### src/rtl/rename_stage.sv
// Register-rename stage: maps rs1/rs2/rd through an arch-to-phys table, allocates
// destinations from a circular free list, and registers the renamed instruction.
module rename_stage #(
  parameter int unsigned NUM_PREGS = 64,
  parameter int unsigned PW        = $clog2(NUM_PREGS),
  parameter int unsigned CTRL_W    = 10
) (
  input  logic              clk,
  input  logic              reset,
  input  logic              i_valid,
  output logic              o_ready,
  input  logic [8:0]        i_pc,
  input  logic [4:0]        i_rs1,
  input  logic [4:0]        i_rs2,
  input  logic [4:0]        i_rd,
  input  logic              i_regwrite,
  input  logic [31:0]       i_imm,
  input  logic [CTRL_W-1:0] i_ctrl,
  output logic              o_valid,
  input  logic              i_ready,
  output logic [8:0]        o_pc,
  output logic [31:0]       o_imm,
  output logic [CTRL_W-1:0] o_ctrl,
  output logic              o_regwrite,
  output logic [PW-1:0]     o_prs1,
  output logic [PW-1:0]     o_prs2,
  output logic [PW-1:0]     o_prd,
  output logic [PW-1:0]     o_old_prd,
  input  logic              free_valid,
  input  logic [PW-1:0]     free_preg
);

  localparam int unsigned NUM_AREGS = 32;
  localparam int unsigned DEPTH     = NUM_PREGS - NUM_AREGS;
  localparam int unsigned FAW       = (DEPTH > 1) ? $clog2(DEPTH) : 1;

  logic [PW-1:0]     map_q [NUM_AREGS];
  logic [PW-1:0]     fl_q  [DEPTH];
  logic [FAW-1:0]    head_q, head_d, tail_q, tail_d;
  logic [PW-1:0]     count_q, count_d;

  logic              valid_q, valid_d;
  logic [8:0]        pc_q, pc_d;
  logic [31:0]       imm_q, imm_d;
  logic [CTRL_W-1:0] ctrl_q, ctrl_d;
  logic              regwrite_q, regwrite_d;
  logic [PW-1:0]     prs1_q, prs1_d, prs2_q, prs2_d, prd_q, prd_d, old_prd_q, old_prd_d;

  logic alloc_needed, fl_empty, fl_full, accept, pop, push;

  function automatic logic [FAW-1:0] ptr_inc(input logic [FAW-1:0] p);
    return (p == FAW'(DEPTH - 1)) ? '0 : p + FAW'(1);
  endfunction

  // Handshake and free-list pointer/count next state
  always_comb begin
    alloc_needed = i_regwrite && (i_rd != 5'd0);
    fl_empty     = (count_q == '0);
    fl_full      = (count_q == PW'(DEPTH));
    o_ready      = reset && (!valid_q || i_ready) && (!alloc_needed || !fl_empty);
    accept       = i_valid && o_ready;
    pop          = accept && alloc_needed;
    push         = free_valid && (free_preg != '0) && !fl_full;
    head_d       = pop  ? ptr_inc(head_q) : head_q;
    tail_d       = push ? ptr_inc(tail_q) : tail_q;
    count_d      = count_q;
    if (pop && !push)      count_d = count_q - PW'(1);
    else if (push && !pop) count_d = count_q + PW'(1);
  end

  // Output stage: load on accept, drain when consumed, otherwise hold
  always_comb begin
    valid_d    = valid_q;
    pc_d       = pc_q;
    imm_d      = imm_q;
    ctrl_d     = ctrl_q;
    regwrite_d = regwrite_q;
    prs1_d     = prs1_q;
    prs2_d     = prs2_q;
    prd_d      = prd_q;
    old_prd_d  = old_prd_q;
    if (accept) begin
      valid_d    = 1'b1;
      pc_d       = i_pc;
      imm_d      = i_imm;
      ctrl_d     = i_ctrl;
      regwrite_d = i_regwrite;
      prs1_d     = map_q[i_rs1];
      prs2_d     = map_q[i_rs2];
      prd_d      = alloc_needed ? fl_q[head_q] : '0;
      old_prd_d  = alloc_needed ? map_q[i_rd]  : '0;
    end else if (i_ready) begin
      valid_d    = 1'b0;
    end
  end

  always_ff @(posedge clk or negedge reset) begin
    if (!reset) begin
      for (int i = 0; i < NUM_AREGS; i++) map_q[i] <= PW'(i);
      for (int i = 0; i < DEPTH; i++)     fl_q[i]  <= PW'(NUM_AREGS + i);
      head_q     <= '0;
      tail_q     <= '0;
      count_q    <= PW'(DEPTH);
      valid_q    <= 1'b0;
      pc_q       <= '0;
      imm_q      <= '0;
      ctrl_q     <= '0;
      regwrite_q <= 1'b0;
      prs1_q     <= '0;
      prs2_q     <= '0;
      prd_q      <= '0;
      old_prd_q  <= '0;
    end else begin
      // Entry 0 is never written: pop requires a nonzero rd
      if (pop)  map_q[i_rd]  <= fl_q[head_q];
      if (push) fl_q[tail_q] <= free_preg;
      head_q     <= head_d;
      tail_q     <= tail_d;
      count_q    <= count_d;
      valid_q    <= valid_d;
      pc_q       <= pc_d;
      imm_q      <= imm_d;
      ctrl_q     <= ctrl_d;
      regwrite_q <= regwrite_d;
      prs1_q     <= prs1_d;
      prs2_q     <= prs2_d;
      prd_q      <= prd_d;
      old_prd_q  <= old_prd_d;
    end
  end

  // Returning p0 or overfilling the list is a commit-side bug
  always_ff @(posedge clk) begin
    if (reset && free_valid) begin
      assert ((free_preg != '0) && !fl_full)
        else $error("rename_stage: illegal free push of p%0d", free_preg);
    end
  end

  assign o_valid    = valid_q;
  assign o_pc       = pc_q;
  assign o_imm      = imm_q;
  assign o_ctrl     = ctrl_q;
  assign o_regwrite = regwrite_q;
  assign o_prs1     = prs1_q;
  assign o_prs2     = prs2_q;
  assign o_prd      = prd_q;
  assign o_old_prd  = old_prd_q;

endmodule

### config.mk
export PLATFORM = sky130hd
export DESIGN_NAME = rename_stage
export DESIGN_NICKNAME = d
export VERILOG_FILES = /design/src/rtl/rename_stage.sv
export SDC_FILE = /design/constraint.sdc
export NUM_CORES = 1
export LEC_CHECK = 0
export ABC_AREA = 1
export BUFFER_PORTS_ARGS = -buffer_cell sky130_fd_sc_hd__buf_2
export CORE_MARGIN = 3
export CORE_UTILIZATION = 35
export CTS_BUF_LIST = sky130_fd_sc_hd__clkbuf_4
export CTS_CLUSTER_SIZE = 24
export DETAILED_ROUTE_END_ITERATION = 8
export HOLD_SLACK_MARGIN = 0.03
export PLACE_DENSITY = 0.48
export SETUP_SLACK_MARGIN = 0.15
export SLEW_MARGIN = 10
export SYNTH_ARGS = -nofsm -noshare
export SYNTH_HDL_FRONTEND = slang
export SYNTH_SLANG_ARGS = --single-unit
### constraint.sdc
create_clock -name clk -period 2.8 [get_ports clk]
set_input_delay 0.28 -clock clk [delete_from_list [all_inputs] [get_ports clk]]
set_output_delay 0.28 -clock clk [all_outputs]
set_load 0.01 [all_outputs]
* After elaboration in Yosys (flattened, before gate mapping)
Cells that the tools add are included.
Operators by class: $add $sub $neg 4, equality and inequality tests 3, bitwise operators 5, muxes and demuxes 26, reduce and logical (&&, ||, !) cells 24, magnitude comparators 7
Operator list (count):
- bitwise mux 192 bit | 2
- binary-select mux 6 bit (select 5 bit) | 4
- 2-to-1 mux 6 bit | 14
- demux 6 bit (select 5 bit) | 2
- >= comparator 6 bit (second input constant) | 5
- inverter 5 -> 6 bit | 5
- less-than comparator 6 x 1 -> 1 bit (second input constant) | 2
- logical AND 1 bit | 11
- adder 5 x 1 -> 5 bit (second input constant) | 2
- equality test 5 bit (second input constant) | 2
- 2-to-1 mux 5 bit | 2
- adder 6 x 1 -> 6 bit (second input constant) | 1
- equality test 6 bit (second input constant) | 1
- zero test 1 bit | 6
- zero test 6 bit | 1
- nonzero test 6 bit | 1
- subtractor 6 x 1 -> 6 bit (second input constant) | 1
- nonzero test 5 bit | 1
- nonzero test 2 bit | 2
- logical OR 1 bit | 2
- 2-to-1 mux 1 bit | 2
Word-level totals: register bits 477, logic and storage cells 145, input port bits 78, output and inout port bits 78

* Logic depth before layout (Yosys ltp)
depth after elaboration 11, gate-level depth with buffers 24, gate-level depth less buffers 20

* Worst setup path after synthesis
OpenSTA, ideal clock, no wires.
path type input -> register, start in i_rd[1], end reg count_q[4], path buffers 4, arrival 2.493 ns, stages 23, setup time 0.126 ns, path slack 0.181 ns, data required time 2.674 ns, cell sequence buf_4 > nor2_8 > nand3_1 > nand2_1 > inv_2 > nand4_2 > buf_6 > inv_1 > buf_2 > ha_1 > clkbuf_1 > inv_1 > nand2_1 > nand2_1 > inv_1 > ha_1 > o21bai_1 > nand2_1 > nand2_1 > nand2_1 > nand3b_1 > nand3_1 > o21ai_0
Between the ends: cells in the longest elaborated chain, start to end 10, elaborated cells on any way between the ends 12, classes of those cells mux: 1; reduce/logical: 11
Ends and longest elaborated chain:
- start, declared | RTL line 15 | input logic [4:0] i_rd,
- nonzero test 5 bit * | RTL line 57 | alloc_needed = i_regwrite && (i_rd != 5'd0);
- logical AND 1 bit * | RTL line 57
- zero test 1 bit | RTL line 60 | o_ready = reset && (!valid_q || i_ready) && (!alloc_needed || !fl_empty);
- logical OR 1 bit | RTL line 60
- logical AND 1 bit | RTL line 60
- logical AND 1 bit | RTL line 61 | accept = i_valid && o_ready;
- logical AND 1 bit * | RTL line 62 | pop = accept && alloc_needed;
- via pop | RTL line 49 | logic alloc_needed, fl_empty, fl_full, accept, pop, push;
- zero test 1 bit | RTL line 68 | else if (push && !pop) count_d = count_q + PW'(1);
- logical AND 1 bit | RTL line 68
- nonzero test 2 bit (no source line)
- end signal, assigned | RTL line 103 | count_q <= PW'(DEPTH);
- end signal, assigned | RTL line 119 | count_q <= count_d;
- end, declared | RTL line 40 | logic [PW-1:0] count_q, count_d;
The timed path passes the listed nets; every way through them passes the cells marked *. A chain may end at the register's enable or synchronous reset.

* Final worst setup path
start reg map_q[27] (netlist bit), end reg prs2_q[3], in the netlist o_prs2[3]
Between the ends: cells in the longest elaborated chain, start to end 3
Ends and longest elaborated chain:
- start, declared | RTL line 37 | logic [PW-1:0] map_q [NUM_AREGS];
- start signal, assigned by index | RTL line 115 | if (pop) map_q[i_rd] <= fl_q[head_q];
- binary-select mux 6 bit (select 5 bit) | RTL line 89 | prs2_d = map_q[i_rs2];
- 2-to-1 mux 6 bit (implied by the code) (2 in a row) | RTL line 89
- end signal, assigned | RTL line 126 | prs2_q <= prs2_d;
- end, declared | RTL line 47 | logic [PW-1:0] prs1_q, prs1_d, prs2_q, prs2_d, prd_q, prd_d, old_prd_q, old_prd_d;
Every way passes these cells. The select of a mux whose other input is x is not followed.

==> reports/metrics.yaml <==
cp-start-kind: "register"
end_kind: "register"
syn_nets: 4102
num_rows: 101
crit_arrival_ns: 3.51
clock-sinks: 477
static-leakage-power_uw: 0.01622
dp.cells: 5040
fin_util: 0.4338
maxCapViolations: 0
critical_path_buf_inv_count: 2
comb_power_share: 0.407
hpwlAfterDp_um: 69830
worstHoldPathType: "in -> reg"
ioPinCount: 156
clk_pin_slew_ns: 0.06
firstDrtPassIters: 6
seq_power_share: 0.362
fp.coreArea_sq_um: 76450
cts_made_buffers: 145
antenna_found_initial: 2
power.internal_uw: 16890
path_delay_family: "buffers and inverters"
p_switching_uw: 13880
synthFlopType: "dfrtp_1"
cts_tree: "yes"
drcViolationCount: 0
min_period_ns: 2.554
dp_slack_ns: 0.2077
status: "complete, no violations"
cts_max_level: 4
slew_headroom: 0.3398
wire_per_inst_um: 20.76
vias: 28360
finClkSkew_ns: 0.07407
grt_pass1_wl_um: 173900
clk_latency_ns: 1.07
yosysTopAreaCell: "nand2_1"
syn_avg_cell_area_sq_um: 6.786
cpMaxStageDelayCell: "dfstp_2"
netlist_area_sq_um: 27240
clock.fmax_mhz: 391.5
synth-edff-count: 0
fin_crit_sh: 0.9122
synth.top_cell.area_share: 0.2966
grt_pass1_vias: 27780
p_per_area_nw_per_um2: 927.5
slew_viol_final: 0
synth-warning-count: 0
critPathMostFrequentCell: "nand3_1"
ys_seq_area_frac: 0.4471
synth_seq_cells: 477
grt_max_degree: 146
io_buffer_count: 155
setup_ws_ns: 0.2460
antenna_left: 0
hold_viol_final: 0
slowest_delay_ns: 0.57
wirelength_um: 114000
synthTopCellsByArea: "nand2_1 (30%), dfrtp_1 (26%), dfstp_2 (19%), nand3_1 (16%), buf_2 (1.9%)"
cts_buffer_depth: 3
synth_async_sr_flop_share: 1.000
synth_commonest_cells: "nand2_1 (2152), nand3_1 (848), dfrtp_1 (284), dfstp_2 (193), clkbuf_1 (115)"
cp_data_required_time_ns: 3.76
fin_setup_tns_ns: 0
initial_core_util: 0.3563
critPathMaxFanout: 4
gp_congestion: 0.8897
finalSetupViolCount: 0
die_area_sq_um: 81210
ys_types: 34
final_nets: 4431
die_height_um: 285.0
stdcell_count: 5493
whs_ns: 0.1615
drtIter0Drc: 2363
synth.most_common_cell: "nand2_1"
die_w_um: 285.0
vias_per_cell: 5.163
p_clk_frac: 0.231
swShare: 0.4510
crit_path_cell_trace: "nand2_1 -> nand3_1 -> nand3_1 -> nand2_2 -> nand2_1 -> nand3_1 -> dlygate4sd3_1 -> nand3_1 -> dlygate4sd3_1 -> nand2_1"
area_growth_pct: 21.77
drive_gt1_frac: 0.1763
grt_usage: 0.2778
cts_root_buf: "clkbuf_4"
peakVddDrop_uv: 1251
worst_pin_slew_ns: 0.9903
overflow: 0
critPathKind: "reg -> reg"
rsz0062_at_grt: "no"
synthCells: 4014
cell usage in the layout (no fill, tap or decap), types with 6 or more instances in the layout:
cell           netlist  routed
inv_2               15      18
dfstp_2            193     193
inv_1               50      47
a21oi_1             28      28
nor3_1               7       7
nand2_1           2152    2150
nor2_2              27      34
clkbuf_4             0     215
buf_4               31      83
dfrtp_1            284     280
o21ai_0             31      31
ha_1                10      10
nand3_1            848     841
clkinv_1             2      30
o21ai_1              6       6
buf_12               0      34
dlygate4sd3_1        0     183
nand3_2              5      12
buf_2              102     152
nor2_4               3       9
nor2_1              52      39
nand4_1              8       8
xor2_1               6       6
state kept, by name, indices dropped and copies added, names as in the netlist, 6 cells and up:
name	cells
o_prs2	6
fl_q	192
count_q	6
o_pc	9
o_ctrl	10
o_old_prd	6
map_q	192
o_prs1	6
o_prd	6
o_imm	32
final timing paths:
check | slack (ns) | endpoint | depth (start not counted) | startpoint
setup / recovery | 0.25 | o_prs2[3] | 10 | map_q[27]
hold / removal | 0.16 | o_prs2[2] | 8 | i_rs2[2]
setup reg to reg | 0.25 | o_prs2[3] | 10 | map_q[27]
hold reg to reg | 0.43 | map_q[191] | 0 | map_q[191]
max in group asynchronous | 0.90 | fl_q[6] | 5 | reset
min in group asynchronous | 0.53 | fl_q[184] | 4 | reset
through the flow:
stage	instance area [sq um]	power, uW
3_3_place_gp	29390	23300
6_report	33170	30760
4_1_cts	33140	30850
3_5_place_dp	29390	23330
5_1_grt	33160	32660
2_1_floorplan	27240	17600
repair_timing:
action / CTS / global route
buffers inserted: 2 / 1
hold endpoints to repair: 762 / 0
pin swaps: 0 / 0
hold buffers: 183 / 0
gates resized for setup: 6 / 2
endpoints found under the setup margin: 1 / 4
logic make-up after synthesis:
kind of cell,count (synthesis),share of synthesized area
xor+xnor,8,0.002573
simple gates,3111,0.4754
flops,477,0.4471
compound gates,67,0.01249
fa+ha+maj,10,0.004594
buf+inv,341,0.05788
power groups by stage:
stage	clock network [uW]	logic [uW]	registers [uW]
after global placement	0	12100	11200
after floorplan	0	6850	10800
after global routing	7720	13500	11400
final	7100	12500	11200
after CTS	7340	12400	11100
after detailed placement	0	12100	11200
worst register-to-register path: stages (launching register included):
cell	delay, ns
dfstp_2	0.57
nand2_1	0.06
nand3_1	0.11
nand3_1	0.19
nand2_2	0.16
nand2_1	0.06
nand3_1	0.08
dlygate4sd3_1	0.56
nand3_1	0.08
dlygate4sd3_1	0.57
nand2_1	0.06
per-layer routing:
layer,track usage,up-vias,share of wire
met4,0.1411,0,0.048
met3,0.04996,280,0.062
met2,0.4376,1026,0.46
met1,0.3663,13500,0.43
li1,-,13550,-
met5,0,-,0
area by class of cell:
class,instances,area [sq um]
Clock inverter,47,276.5
Antenna cell,5,12.51
Tap cell,1030,1289
Inverter,69,266.5
Fill cell,7977,43290
Timing Repair Buffer,454,3923
Clock buffer,215,1614
Sequential cell,477,12190
Multi-Input combinational cell,3196,13600
Power figures use the tool's default switching activity.
